File: config.mk
export PLATFORM = sky130hd
export DESIGN_NAME = alu_mc
export DESIGN_NICKNAME = d
export VERILOG_FILES = /design/src/rtl/alu_pkg.sv /design/src/rtl/alu_mc_iter.sv /design/src/rtl/alu_mc.sv
export SDC_FILE = /design/constraint.sdc
export NUM_CORES = 1
export LEC_CHECK = 0
export CELL_PAD_IN_SITES_DETAIL_PLACEMENT = 0
export CELL_PAD_IN_SITES_GLOBAL_PLACEMENT = 1
export CORE_MARGIN = 4
export CORE_UTILIZATION = 30
export CTS_CLUSTER_DIAMETER = 120
export DETAILED_ROUTE_END_ITERATION = 8
export MAX_ROUTING_LAYER = met4
export PLACE_DENSITY_LB_ADDON = 0.1
export SKIP_CTS_REPAIR_TIMING = 1
export SYNTH_ARGS = -nofsm -noshare
export SYNTH_HDL_FRONTEND = slang
export SYNTH_SLANG_ARGS = --single-unit
File: constraint.sdc
create_clock -name clk -period 8.3 [get_ports clk]
set_clock_uncertainty 0.05 [all_clocks]
set_input_delay 2.075 -clock clk [delete_from_list [all_inputs] [get_ports clk]]
set_output_delay 2.075 -clock clk [all_outputs]
set_load 0.005 [all_outputs]
File: src/rtl/alu_pkg.sv
// Shared encodings for the multi-cycle ALU: command codes, flag bit
// positions, FSM states and a flag-packing helper.
package alu_pkg;

    localparam int unsigned ALU_PASSTHROUGH     = 0;
    localparam int unsigned ALU_ADD             = 1;
    localparam int unsigned ALU_SUBTRACT        = 2;
    localparam int unsigned ALU_MULTIPLY        = 3;
    localparam int unsigned ALU_AND             = 4;
    localparam int unsigned ALU_OR              = 5;
    localparam int unsigned ALU_COMPLEMENT      = 6;
    localparam int unsigned ALU_TWOS_COMPLEMENT = 7;
    localparam int unsigned ALU_LSR             = 8;
    localparam int unsigned ALU_ASR             = 9;
    localparam int unsigned ALU_LSL             = 10;
    localparam int unsigned ALU_ASL             = 11;
    localparam int unsigned ALU_DIVIDE          = 12;

    localparam int ZERO_FLAG    = 0;
    localparam int CARRY_FLAG   = 1;
    localparam int NEG_FLAG     = 2;
    localparam int DIVZERO_FLAG = 3;

    typedef enum logic [1:0] {
        IDLE,
        MUL,
        DIV,
        DONE
    } state_t;

    function automatic logic [3:0] make_flags(
        input logic divzero,
        input logic neg,
        input logic carry,
        input logic zero
    );
        logic [3:0] f;
        f = '0;
        f[DIVZERO_FLAG] = divzero;
        f[NEG_FLAG]     = neg;
        f[CARRY_FLAG]   = carry;
        f[ZERO_FLAG]    = zero;
        return f;
    endfunction

endpackage

File: src/rtl/alu_mc_iter.sv
// Shared iterative datapath: shift-add multiply or restoring divide,
// one step per clock over WIDTH steps.
module alu_mc_iter #(
    parameter int WIDTH = 8
) (
    input  logic               clk,
    input  logic               rst_n,
    input  logic               start,
    input  logic               div,
    input  logic [WIDTH-1:0]   lo_init,
    input  logic [WIDTH-1:0]   opnd_init,
    output logic               done,
    output logic [2*WIDTH-1:0] res
);

    localparam int AW = 2*WIDTH + 1;
    localparam int CW = $clog2(WIDTH);

    logic [AW-1:0]    acc;
    logic [AW-1:0]    acc_next;
    logic [AW-1:0]    shl;
    logic [WIDTH:0]   hi;
    logic [WIDTH:0]   add;
    logic [WIDTH+1:0] trial;
    logic [WIDTH-1:0] opnd;
    logic [CW-1:0]    cnt;
    logic             busy;
    logic             mode;

    // acc holds {upper partial, lower word}; the extra top bit absorbs
    // the adder carry (multiply) or the shifted-out remainder bit (divide)
    always_comb begin
        shl      = acc << 1;
        hi       = acc[AW-1:WIDTH];
        add      = acc[0] ? hi + {1'b0, opnd} : hi;
        trial    = {1'b0, shl[AW-1:WIDTH]} - {2'b00, opnd};
        acc_next = acc;
        if (mode) begin
            if (!trial[WIDTH+1])
                acc_next = {trial[WIDTH:0], shl[WIDTH-1:1], 1'b1};
            else
                acc_next = shl;
        end else begin
            acc_next = {add, acc[WIDTH-1:0]} >> 1;
        end
    end

    assign done = busy && (cnt == CW'(WIDTH-1));
    assign res  = acc_next[2*WIDTH-1:0];

    always_ff @(posedge clk or negedge rst_n) begin
        if (!rst_n) begin
            acc  <= '0;
            opnd <= '0;
            cnt  <= '0;
            busy <= 1'b0;
            mode <= 1'b0;
        end else if (start) begin
            acc  <= {{(WIDTH+1){1'b0}}, lo_init};
            opnd <= opnd_init;
            cnt  <= '0;
            busy <= 1'b1;
            mode <= div;
        end else if (busy) begin
            acc <= acc_next;
            cnt <= cnt + CW'(1);
            if (done) begin
                busy <= 1'b0;
                cnt  <= '0;
            end
        end
    end

endmodule

File: src/rtl/alu_mc.sv
// Multi-cycle execute-stage ALU with registered result and valid/ready
// handshakes on both sides.
module alu_mc
    import alu_pkg::*;
#(
    parameter int WIDTH = 8,
    parameter int CMD_W = 4
) (
    input  logic               clk,
    input  logic               reset,
    input  logic               in_valid,
    output logic               in_ready,
    input  logic [CMD_W-1:0]   cmnd,
    input  logic [WIDTH-1:0]   primary_operand,
    input  logic [WIDTH-1:0]   secondary_operand,
    output logic               out_valid,
    input  logic               out_ready,
    output logic [2*WIDTH-1:0] result,
    output logic [3:0]         flags
);

    localparam int RW = 2*WIDTH;

    state_t          state;
    logic [31:0]     op;
    logic            accept;
    logic            is_mul;
    logic            is_div;
    logic            div_zero;
    logic            it_start;
    logic            it_done;
    logic [WIDTH-1:0] a;
    logic [WIDTH-1:0] b;
    logic [WIDTH-1:0] inv_a;
    logic [WIDTH-1:0] neg_a;
    logic [WIDTH:0]  sum;
    logic [WIDTH:0]  diff;
    logic [RW-1:0]   sc_res;
    logic [RW-1:0]   it_res;
    logic            sc_carry;
    logic [3:0]      sc_flags;
    logic [3:0]      it_flags;

    assign a        = primary_operand;
    assign b        = secondary_operand;
    assign op       = 32'(cmnd);
    assign accept   = in_valid && in_ready;
    assign is_mul   = (op == ALU_MULTIPLY);
    assign is_div   = (op == ALU_DIVIDE);
    assign div_zero = (b == '0);
    assign it_start = accept && (is_mul || (is_div && !div_zero));
    assign inv_a    = ~a;
    assign neg_a    = inv_a + WIDTH'(1);
    assign sum      = {1'b0, a} + {1'b0, b};
    assign diff     = {1'b0, a} - {1'b0, b};

    // unknown codes fall through to result 0, which yields ZERO alone
    always_comb begin
        sc_res   = '0;
        sc_carry = 1'b0;
        case (op)
            ALU_PASSTHROUGH:     sc_res = RW'(b);
            ALU_ADD: begin
                sc_res   = RW'(sum);
                sc_carry = sum[WIDTH];
            end
            ALU_SUBTRACT: begin
                sc_res   = RW'(diff);
                sc_carry = diff[WIDTH];
            end
            ALU_AND:             sc_res = RW'(a & b);
            ALU_OR:              sc_res = RW'(a | b);
            ALU_COMPLEMENT:      sc_res = RW'(inv_a);
            ALU_TWOS_COMPLEMENT: sc_res = RW'(neg_a);
            ALU_LSR: begin
                sc_res   = RW'({1'b0, a[WIDTH-1:1]});
                sc_carry = a[0];
            end
            ALU_ASR: begin
                sc_res   = RW'({a[WIDTH-1], a[WIDTH-1:1]});
                sc_carry = a[0];
            end
            ALU_LSL, ALU_ASL: begin
                sc_res   = RW'({a[WIDTH-2:0], 1'b0});
                sc_carry = a[WIDTH-1];
            end
            default: ;
        endcase
    end

    assign sc_flags = make_flags(1'b0, sc_res[WIDTH-1], sc_carry,
                                 sc_res[WIDTH-1:0] == '0);
    assign it_flags = (state == DIV)
        ? make_flags(1'b0, it_res[WIDTH-1], 1'b0, it_res[WIDTH-1:0] == '0)
        : make_flags(1'b0, it_res[RW-1], 1'b0, it_res == '0);

    alu_mc_iter #(.WIDTH(WIDTH)) u_iter (
        .clk       (clk),
        .rst_n     (reset),
        .start     (it_start),
        .div       (is_div),
        .lo_init   (is_div ? a : b),
        .opnd_init (is_div ? b : a),
        .done      (it_done),
        .res       (it_res)
    );

    always_ff @(posedge clk or negedge reset) begin
        if (!reset) begin
            state     <= IDLE;
            in_ready  <= 1'b0;
            out_valid <= 1'b0;
            result    <= '0;
            flags     <= '0;
        end else begin
            case (state)
                IDLE: begin
                    in_ready <= 1'b1;
                    if (accept) begin
                        in_ready <= 1'b0;
                        if (is_mul) begin
                            state <= MUL;
                        end else if (is_div && !div_zero) begin
                            state <= DIV;
                        end else if (is_div) begin
                            result    <= {a, {WIDTH{1'b1}}};
                            flags     <= make_flags(1'b1, 1'b1, 1'b0, 1'b0);
                            out_valid <= 1'b1;
                            state     <= DONE;
                        end else begin
                            result    <= sc_res;
                            flags     <= sc_flags;
                            out_valid <= 1'b1;
                            state     <= DONE;
                        end
                    end
                end
                MUL, DIV: begin
                    if (it_done) begin
                        result    <= it_res;
                        flags     <= it_flags;
                        out_valid <= 1'b1;
                        state     <= DONE;
                    end
                end
                DONE: begin
                    if (out_ready) begin
                        out_valid <= 1'b0;
                        in_ready  <= 1'b1;
                        state     <= IDLE;
                    end
                end
                default: state <= IDLE;
            endcase
        end
    end

endmodule

==> flow_summary.toml <==
[status]
status = "completed"

[setup_path]
max_stage_delay_ns = 1.17
critPathMaxFanout = 40
crit_buf_inv = 2
cp.required_ns = 8.45
path_class = "input port to flip-flop"
arrival_ns = 5.66
critPathLaunchType = "input port"
slowest_stage = "clkdlybuf4s50_1"
crit_family = "buffers and inverters"
end_kind = "flip-flop"
cp_cell_sequence = "clkdlybuf4s50_1 -> nor2_1 -> nand2_1 -> a21oi_1 -> a211o_1 -> buf_4 -> a2111oi_0 -> nand4_1 -> a2bb2oi_1 -> o41ai_2"

[floorplan]
die_area_um2 = 20100
core_um2 = 17400
die-width_um = 142
start_util_pct = 30.8
rows = 48
num_io_pins = 46
dieHeight_um = 142

[global_route]
grt_overflow = 0
grt_usage_pct = 19.9
first_global_vias = 5171
antenna_found_initial = 0
grt_pass1_wl_um = 30400
grt_max_degree = 55

[detailed_routing]
drc = 0
detail-route-antenna-nets = 0
first_iter_violations = 465
wl_per_cell_um = 21.1
vias = 5113
drt_wl_total_um = 19300
avgViaCountPerCell = 5.59
drt_pass1_iterations = 5

[sta]
fin_crit_sh_pct = 66.3
setup_violations = 0
hold_violations = 0
rsz0062_at_grt = "false"
max_slew_margin_pct = 21.5
final_max_slew_viol_count = 0
holdWs_ns = 0.429
tightest_slew_ns = 1.18
max_freq_mhz = 182
worst_slack_ns = 2.79
tns_ns = 0
finalCriticalPeriod_ns = 5.51

[power_and_ir_drop]
power_frac_seq_pct = 23.9
irDropWorstVdd_mv = 0.353
p_sw_share_pct = 50.3
power.internal_mw = 1.17
p_leak_nw = 2.55
power_switching_mw = 1.18
pwr-share-clk_pct = 9.2
p_per_area_nw_per_um2 = 388
p_total_mw = 2.35
p_comb_share_pct = 67.0

[clocking]
cts_buffers = 5
clk_pin_slew_ns = 0.07
cts_sinks = 54
clock_path_buffers = 2
htreeDepth = 2
cts-root-buf = "clkbuf_16"
cts_tree = "done"
insertion_delay_ns = 0.31

[yosys]
synth-edff-count = 0
synth_warnings = 0
syn_area_per_cell_um2 = 7.98
syn_area_um2 = 5370
ys_seq_area_share_pct = 25.2
synth_cell_types = 76
postSynth.asyncResetShare_pct = 100
yosys_most_used_dff = "dfrtp_1"
syn_inst = 673
synth_seq_cells = 54
synthesis.nets = 747

[finish]
nFillCells = 1853
antenna_cells = 0
post-route-util_pct = 34.8
drive_above_1_share_pct = 5.52
nNetsFinal = 763
area_delta_synth_final_pct = 13.0

[place]
port_buffers = 45
routabilityCongestion = 0.908
hpwlAfterDp_um = 14600
post-place-ws_ns = 2.55

[worst_hold_path]
hold_path.class = "flip-flop to flip-flop"

[run]
cap_violations = 0
-- per-stage QoR --
| stage | std cells | instance area [um2] |
|---|---|---|
| 2_1_floorplan | 673 | 5370 |
| 3_3_place_gp | 907 | 5920 |
| 3_5_place_dp | 907 | 5920 |
| 4_1_cts | 914 | 6060 |
| 5_1_grt | 914 | 6060 |
| 6_report | 914 | 6060 |
-- cells in the final DEF, fill, tap and decap left out, types with 6 or more instances in the layout --
cell type / Yosys / layout
nand4_1: 9 / 9
nor2b_1: 10 / 10
dfrtp_1: 54 / 54
clkdlybuf4s50_1: 0 / 44
a21oi_1: 56 / 56
a221oi_1: 6 / 6
mux2_2: 6 / 6
buf_4: 0 / 6
a31oi_1: 8 / 8
mux2i_1: 24 / 24
o31ai_1: 8 / 8
inv_1: 44 / 44
ha_1: 46 / 46
nand2_1: 69 / 69
nor2_1: 56 / 56
o211ai_1: 11 / 11
nand3_1: 12 / 12
a211oi_1: 19 / 19
nor3_1: 20 / 20
xnor2_1: 12 / 12
o21ai_0: 47 / 47
nand2b_1: 13 / 13
a21o_1: 8 / 8
-- Yosys cell counts, types with 4 or more instances --
cell / number / area (um2)
a21o_1: 8 / 60.1
nor3_1: 20 / 100
nand2b_1: 13 / 81.3
o21ai_0: 47 / 235
a31oi_1: 8 / 50.1
nand4_1: 9 / 56.3
nor2_1: 56 / 210
or3_1: 5 / 31.3
or2_2: 4 / 25.0
a211o_1: 4 / 35.0
ha_1: 46 / 576
o211ai_1: 11 / 82.6
fa_1: 4 / 80.1
xnor2_1: 12 / 105
buf_2: 10 / 50.1
nor2b_1: 10 / 62.6
mux2i_1: 24 / 240
a211oi_1: 19 / 143
nand3_1: 12 / 60.1
clkbuf_1: 25 / 93.8
o31ai_1: 8 / 60.1
a221oi_1: 6 / 52.6
dfrtp_1: 54 / 1350
inv_1: 44 / 165
mux2_2: 6 / 67.6
a21oi_1: 56 / 280
nand2_1: 69 / 259
xor2_1: 5 / 43.8
-- sequential cells by signal, indices dropped and copies added, names as in the netlist --
name and count:
flags 4, u_iter.acc 17, out_valid 1, u_iter.busy 1, u_iter.opnd 8, u_iter.cnt 3
result 16, state 2, u_iter.mode 1, in_ready 1
-- final timing paths --
| check | from | end | slack, ns | depth (start not counted) |
|---|---|---|---|---|
| max | cmnd[1] | flags[0] | 2.79 | 10 |
| min | result[8] | result[8] | 0.43 | 1 |
| max reg2reg | u_iter.opnd[0] | flags[0] | 5.04 | 9 |
| min reg2reg | result[8] | result[8] | 0.43 | 1 |
| max in group asynchronous | reset | result[9] | 5.81 | 2 |
| min in group asynchronous | reset | u_iter.opnd[3] | 1.85 | 2 |
-- cells by family after synthesis --
family                   synth area share (%)
multiplexers                             5.73
AO/OA/AOI/OAI                            26.8
XOR/XNOR                                 2.77
adder cells (fa/ha/maj)                  12.2
flip-flops                               25.2
AND/OR/NAND/NOR                          20.2
buffers and inverters                    7.11
-- power by group through the flow --
stage | clock network (mW) | registers (mW) | logic, mW
CTS | 0.224 | 0.563 | 1.59
detailed placement | 0 | 0.568 | 1.58
floorplan | 0 | 0.480 | 1.17
global route | 0.235 | 0.584 | 1.75
finish | 0.216 | 0.561 | 1.58
global placement | 0 | 0.566 | 1.57
-- final cells by class --
type                    count  area (um2)  share of cell area [%]
inverters                  44         165                    2.72
multi-input cells         533        3630                    59.9
clock inverters             2        15.0                   0.248
well taps                 225         282                    4.64
repair buffers             51         490                    8.09
flip-flops and latches     54        1350                    22.3
clock buffers               5         125                    2.06
-- routing by layer --
layer	vias to the layer above	share of wire [%]	GRT usage (%)
li1	2483	-	-
met1	2469	46	25.8
met2	130	48	32.8
met3	31	3.2	2.22
met4	0	2.5	5.71
met5	-	0	-
Note: power is estimated with default switching activity, not from simulation.
